## config.mk

```make
export PLATFORM = sky130hd
export DESIGN_NAME = serial_adder
export DESIGN_NICKNAME = d
export VERILOG_FILES = /design/src/rtl/serial_adder.sv
export SDC_FILE = /design/constraint.sdc
export NUM_CORES = 1
export LEC_CHECK = 0
export ABC_AREA = 1
export CAP_MARGIN = 20
export CORE_MARGIN = 2
export CORE_UTILIZATION = 49
export CTS_CLUSTER_SIZE = 24
export DETAILED_ROUTE_END_ITERATION = 12
export PLACE_DENSITY = 0.78
export SYNTH_ARGS = -nofsm -noshare
export SYNTH_HDL_FRONTEND = slang
export SYNTH_SLANG_ARGS = --single-unit
```

## constraint.sdc

```tcl
create_clock -name clk -period 1.5 [get_ports clk]
set_clock_uncertainty 0.2 [all_clocks]
set_input_delay 0.3 -clock clk [delete_from_list [all_inputs] [get_ports clk]]
set_output_delay 0.3 -clock clk [all_outputs]
set_load 0.03 [all_outputs]
```

## src/rtl/serial_adder.sv

```systemverilog
// Bit-serial adder: loads two WIDTH-bit operands on start, then adds one bit
// per clock LSB-first, producing sum/cout with a one-cycle done pulse.
// Optional subtract support is enabled by defining SERIAL_ADDER_SUB_EN, which
// adds a 'sub' input (a - b computed as a + ~b + 1).
//
//   state | meaning
//   IDLE  | waiting for start; sum/cout hold last result
//   RUN   | one full-add per cycle, WIDTH cycles total
//   DONE  | one-cycle result strobe; start here chains a new operation

module serial_adder #(
    parameter int WIDTH = 8
) (
    input  logic             clk,
    input  logic             rst_n,
    input  logic             start,
    input  logic [WIDTH-1:0] a,
    input  logic [WIDTH-1:0] b,
`ifdef SERIAL_ADDER_SUB_EN
    input  logic             sub,
`endif
    output logic             busy,
    output logic             done,
    output logic [WIDTH-1:0] sum,
    output logic             cout
);

    // Counter must be at least one bit wide so WIDTH=1 still elaborates.
    localparam int CNT_W = (WIDTH > 1) ? $clog2(WIDTH) : 1;

    typedef enum logic [1:0] {
        S_IDLE = 2'd0,
        S_RUN  = 2'd1,
        S_DONE = 2'd2
    } state_t;

    state_t             r_state;
    state_t             w_state_next;
    logic [WIDTH-1:0]   r_a;
    logic [WIDTH-1:0]   r_b;
    logic [WIDTH-1:0]   r_sum;
    logic               r_c;
    logic               r_cout;
    logic [CNT_W-1:0]   r_cnt;

    logic               w_accept;
    logic               w_last;
    logic               w_s;
    logic               w_cnext;
    logic [WIDTH-1:0]   w_b_load;
    logic               w_c_init;
    logic [WIDTH-1:0]   w_sum_next;

`ifdef SERIAL_ADDER_SUB_EN
    // Subtraction reuses the adder: invert b and inject the +1 through carry-in.
    assign w_b_load = sub ? ~b : b;
    assign w_c_init = sub;
`else
    assign w_b_load = b;
    assign w_c_init = 1'b0;
`endif

    assign w_s        = r_a[0] ^ r_b[0] ^ r_c;
    assign w_cnext    = (r_a[0] & r_b[0]) | (r_a[0] & r_c) | (r_b[0] & r_c);
    assign w_last     = (r_cnt == CNT_W'(WIDTH - 1));
    // New sum bit enters at the MSB end; written as shift/or so WIDTH=1 works.
    assign w_sum_next = (r_sum >> 1) | (WIDTH'(w_s) << (WIDTH - 1));

    assign sum  = r_sum;
    assign cout = r_cout;

    // State register; reset wins over any start in the same cycle.
    always_ff @(posedge clk) begin
        if (!rst_n) begin
            r_state <= S_IDLE;
        end else begin
            r_state <= w_state_next;
        end
    end

    // Next-state decode and status outputs.
    always_comb begin
        w_state_next = r_state;
        w_accept     = 1'b0;
        busy         = 1'b0;
        done         = 1'b0;
        case (r_state)
            S_IDLE: begin
                if (start) begin
                    w_accept     = 1'b1;
                    w_state_next = S_RUN;
                end
            end
            S_RUN: begin
                busy = 1'b1;
                if (w_last) begin
                    w_state_next = S_DONE;
                end
            end
            S_DONE: begin
                done = 1'b1;
                if (start) begin
                    w_accept     = 1'b1;
                    w_state_next = S_RUN;
                end else begin
                    w_state_next = S_IDLE;
                end
            end
            default: begin
                w_state_next = S_IDLE;
            end
        endcase
    end

    // Operand shift registers, carry, bit counter and result registers.
    always_ff @(posedge clk) begin
        if (!rst_n) begin
            r_a    <= '0;
            r_b    <= '0;
            r_c    <= 1'b0;
            r_cnt  <= '0;
            r_sum  <= '0;
            r_cout <= 1'b0;
        end else if (w_accept) begin
            r_a   <= a;
            r_b   <= w_b_load;
            r_c   <= w_c_init;
            r_cnt <= '0;
        end else if (r_state == S_RUN) begin
            r_sum <= w_sum_next;
            r_a   <= r_a >> 1;
            r_b   <= r_b >> 1;
            r_c   <= w_cnext;
            r_cnt <= r_cnt + CNT_W'(1);
            if (w_last) begin
                r_cout <= w_cnext;
            end
        end
    end

endmodule

```

==> results of run 1 <==
==> sequential cells by signal (all words and copies together) (netlist names) <==
register / cells
cout: 1
r_a: 8
r_b: 8
r_c: 1
r_cnt: 3
r_state: 2
sum: 8
==> worst min path at each step <==
stage,start,end,slack [ps],cells after the start
2_1_floorplan,r_cnt[1],r_cnt[1],250,2
3_3_place_gp,r_cnt[1],r_cnt[1],250,2
3_5_place_dp,sum[0],sum[0],270,2
4_1_cts,sum[0],sum[0],290,2
5_1_grt,r_cnt[1],r_cnt[1],310,2
6_report,sum[0],sum[0],280,2
==> kinds of logic after synthesis <==
logic type      after synthesis  share of synthesized area, %
fa+ha+maj                     3                          3.31
flops                        31                          45.5
xor+xnor                      1                         0.643
simple gates                105                          34.2
compound gates               20                          7.35
buf+inv                      22                          9.00
==> cells in the mapped netlist <==
| cell | count |
|---|---|
| nand2_4 | 1 |
| a21oi_1 | 7 |
| inv_1 | 11 |
| dfxtp_1 | 31 |
| nor2_1 | 44 |
| ha_1 | 2 |
| buf_4 | 2 |
| buf_2 | 2 |
| inv_2 | 1 |
| clkbuf_1 | 1 |
| buf_6 | 4 |
| nand3_1 | 10 |
| buf_1 | 1 |
| nand2_1 | 30 |
| xor2_1 | 1 |
| nand2_2 | 1 |
| o21ai_0 | 13 |
| nor3_1 | 9 |
| nand3b_1 | 10 |
| fa_1 | 1 |
==> worst reg2reg max path, cell delays in order, from the launching register on <==
cell	delay [ps]
dfxtp_1	360
ha_1	150
ha_1	130
inv_1	50
nor2_1	130
inv_1	80
nor2_1	100
nor2_1	50
==> metal layers <==
| layer | vias to the layer above | part of all wire, % | wire length, microns |
|---|---|---|---|
| li1 | 665 | - | - |
| met1 | 586 | 44 | 1280 |
| met2 | 33 | 49 | 1410 |
| met3 | 7 | 5.6 | 164 |
| met4 | 0 | 1.8 | 52 |
| met5 | - | 0 | 0 |
==> metrics by stage <==
stage	instances	power, mW
2_1_floorplan	182	1.19
3_3_place_gp	244	1.32
3_5_place_dp	244	1.33
4_1_cts	254	1.79
5_1_grt	255	1.88
6_report	255	1.78
==> area by class of cell <==
type	instances	share of cell area, %
Inverter	12	2.66
Tap cell	31	2.17
Sequential cell	31	35.0
Multi-Input combinational cell	129	35.4
Clock inverter	1	0.280
Timing Repair Buffer	44	22.0
Clock buffer	7	2.52
==> what timing repair did <==
action                                  4_1_cts  5_1_grt
gates cloned                                  0        0
setup buffers                                 2        1
pin swaps                                     1        1
resized for setup                            11        5
endpoints found under the setup margin        3        3
==> power groups by stage <==
stage | logic, mW | registers [mW] | clock network, mW
final | 0.388 | 0.933 | 0.460
after global routing | 0.434 | 0.943 | 0.507
after CTS | 0.388 | 0.934 | 0.467
after detailed placement | 0.377 | 0.952 | 0
after global placement | 0.368 | 0.949 | 0
after floorplan | 0.210 | 0.979 | 0
==> impl_results.md, run 1 <==
- Dpl ws: -169 ps
- Power Dens Cells: ~1000 nW/um^2
- Row count: 19
- DP Area: approximately 1700 sq um
- Grt ovf: 0
- Maximum VDD drop: 0.766 mV
- HPWL after DPL: approximately 2.1 mm
- Cell accounting for the most synthesized area: dfxtp_1
- P_leak: 0.817 nW
- FF-to-FF End: cout
- Commonest non-fill, non-tap cell in the layout: nor2_1
- FF+latch area: between 600 and 700 sq um
- Clk pin slew, worst setup/hold paths: approximately 90 ps
- CTS Hold Bufs: 0
- Fillers: around 230
- Initial antenna violation count: 0
- Slew margin rel.: between 80% and 90%
- Vias: around 1.3k
- CP Launch Type: flop
- Cell internal pwr: 1.26 mW
- Area grow syn2layout: 31.1%
- Post-route ant nets: 0
- Most used routing layer: met2
- CTS sink count: 31
- Mapped Cells: roughly 180
- Slowest-stage cell, CP: dfxtp_2
- Drt drc: 0
- Reg2Reg Depth: 7
- Mapped Nets: around 200
- # Max-Cap Violations: 0
- Hold WC Path Type: reg2reg
- CP endpoint kind: output pin
- Total Nets Final: roughly 250
- Mapped Area: around 1400 sq um
- Flop pwr share: a little over half
- Final setup TNS: 0 ps
- Final Core Density: 66.5%
- Final Wtd Congestion: 0.823
- Most frequent cells in the layout: 43 x nor2_1, 30 x nand2_1, 29 x dfxtp_1
- Delay-heaviest family, CP: flip-flops
- Top post-synthesis cells by area: dfxtp_1 46%, nor2_1 12%, nand2_1 8.3%
- Final Cycle Share: ~100%
- CTS tree: done
- DR vias/cell: between 5 and 6
- Largest net degree at the start of global routing: 25
- Die width: 56.7 microns
- Logic gate share of total power: a little over a fifth
- Final WS setup: roughly 20 ps
- Status: completed
- Multi-input logic area: approximately 630 sq um
- Sw power: about 530 uW
- I/O pin cnt: 30
- Routing usage on met1: 22.8%
- First-pass GRT wire length: ~5.0 mm
- Longest Clk Path Bufs: 2
- Flops & latches, synth: 31
- Final Hold Violating Endpoints: 0
- Crit Path Class: reg2out
- Post-synth top area share: between 40% and 50%
- Inserted Clock Buffers: 5
- Fin. max-slew vios: 0
- DR pass1 iterations: 4
- Worst-path fanout max: 3
- Ant diodes: 0
- Initial Util: a little over 50%
- Layout cells sized above 1: between 10% and 20%
- CTS H-tree depth: 2
- Req. time, crit path: 1000 ps
- Register area share after synthesis: between 40% and 50%
- Worst-Margin Slew: 177 ps
- Clock latency on the worst-skew pair: about 330 ps
- Setup crit end: busy
- Vias in the first global route: between 1k and 1.5k
- RSZ-0062 raised after global routing: yes
- Post-Syn Area per Cell: 7.49 sq um
- Final WL: ~2.9 mm
- CORE AREA: around 2700 sq um
- First-iteration detailed-routing DRC count: 42
- Die H: between 50 and 60 microns
- WP depth: 4
- Hold Slack: ~280 ps
- Cell area after layout: ~1800 sq um
- Tmin final: 1480 ps
- Yosys cell types: 20
- CP max stage delay: roughly 340 ps
- CTS Root Cell: clkbuf_4
- Synth warn: 0
- FMAX: 0.676 GHz
- Sw Ratio: between 20% and 30%
- Met3 Use GR: between 5 and 6%
- Post-DR wirelength/cell: roughly 11 microns
- Cells along the critical path: inv_4, nand2_4, inv_2, buf_6
- Clock Power Share: between 20% and 30%
- Endpoints failing setup: 0
- GRT met2 Usage: between 30% and 40%
- Die ar.: about 3200 sq um
- Worst Setup SP: r_state[1]
- All-layer global routing usage: ~20%
- Worst reg-to-reg setup slack: around 150 ps
- # port buffers: 29
- Reg-to-reg startpoint: r_cnt[0]
- Worst EP arrival: 980 ps
- Buf/Inv on CP: 3
Note: power is estimated with default switching activity, not from simulation.
==> run 2: changes to the inputs <==
--- a/config.mk
+++ b/config.mk
@@ -11,6 +11,7 @@
 export CORE_UTILIZATION = 49
 export CTS_CLUSTER_SIZE = 24
 export DETAILED_ROUTE_END_ITERATION = 12
+export HOLD_SLACK_MARGIN = 0.15
 export PLACE_DENSITY = 0.78
 export SYNTH_ARGS = -nofsm -noshare
 export SYNTH_HDL_FRONTEND = slang
==> results of run 2 <==
The final DEF is identical to that of run 1; final timing and power are the same.
==> run 3: changes to the inputs <==
--- a/config.mk
+++ b/config.mk
@@ -9,10 +9,11 @@
 export CAP_MARGIN = 20
 export CORE_MARGIN = 2
 export CORE_UTILIZATION = 49
-export CTS_CLUSTER_SIZE = 24
+export CTS_CLUSTER_SIZE = 16
 export DETAILED_ROUTE_END_ITERATION = 12
 export HOLD_SLACK_MARGIN = 0.15
 export PLACE_DENSITY = 0.78
 export SYNTH_ARGS = -nofsm -noshare
 export SYNTH_HDL_FRONTEND = slang
 export SYNTH_SLANG_ARGS = --single-unit
+export TNS_END_PERCENT = 100
==> results of run 3 <==
The final DEF is identical to that of run 1; final timing and power are the same.
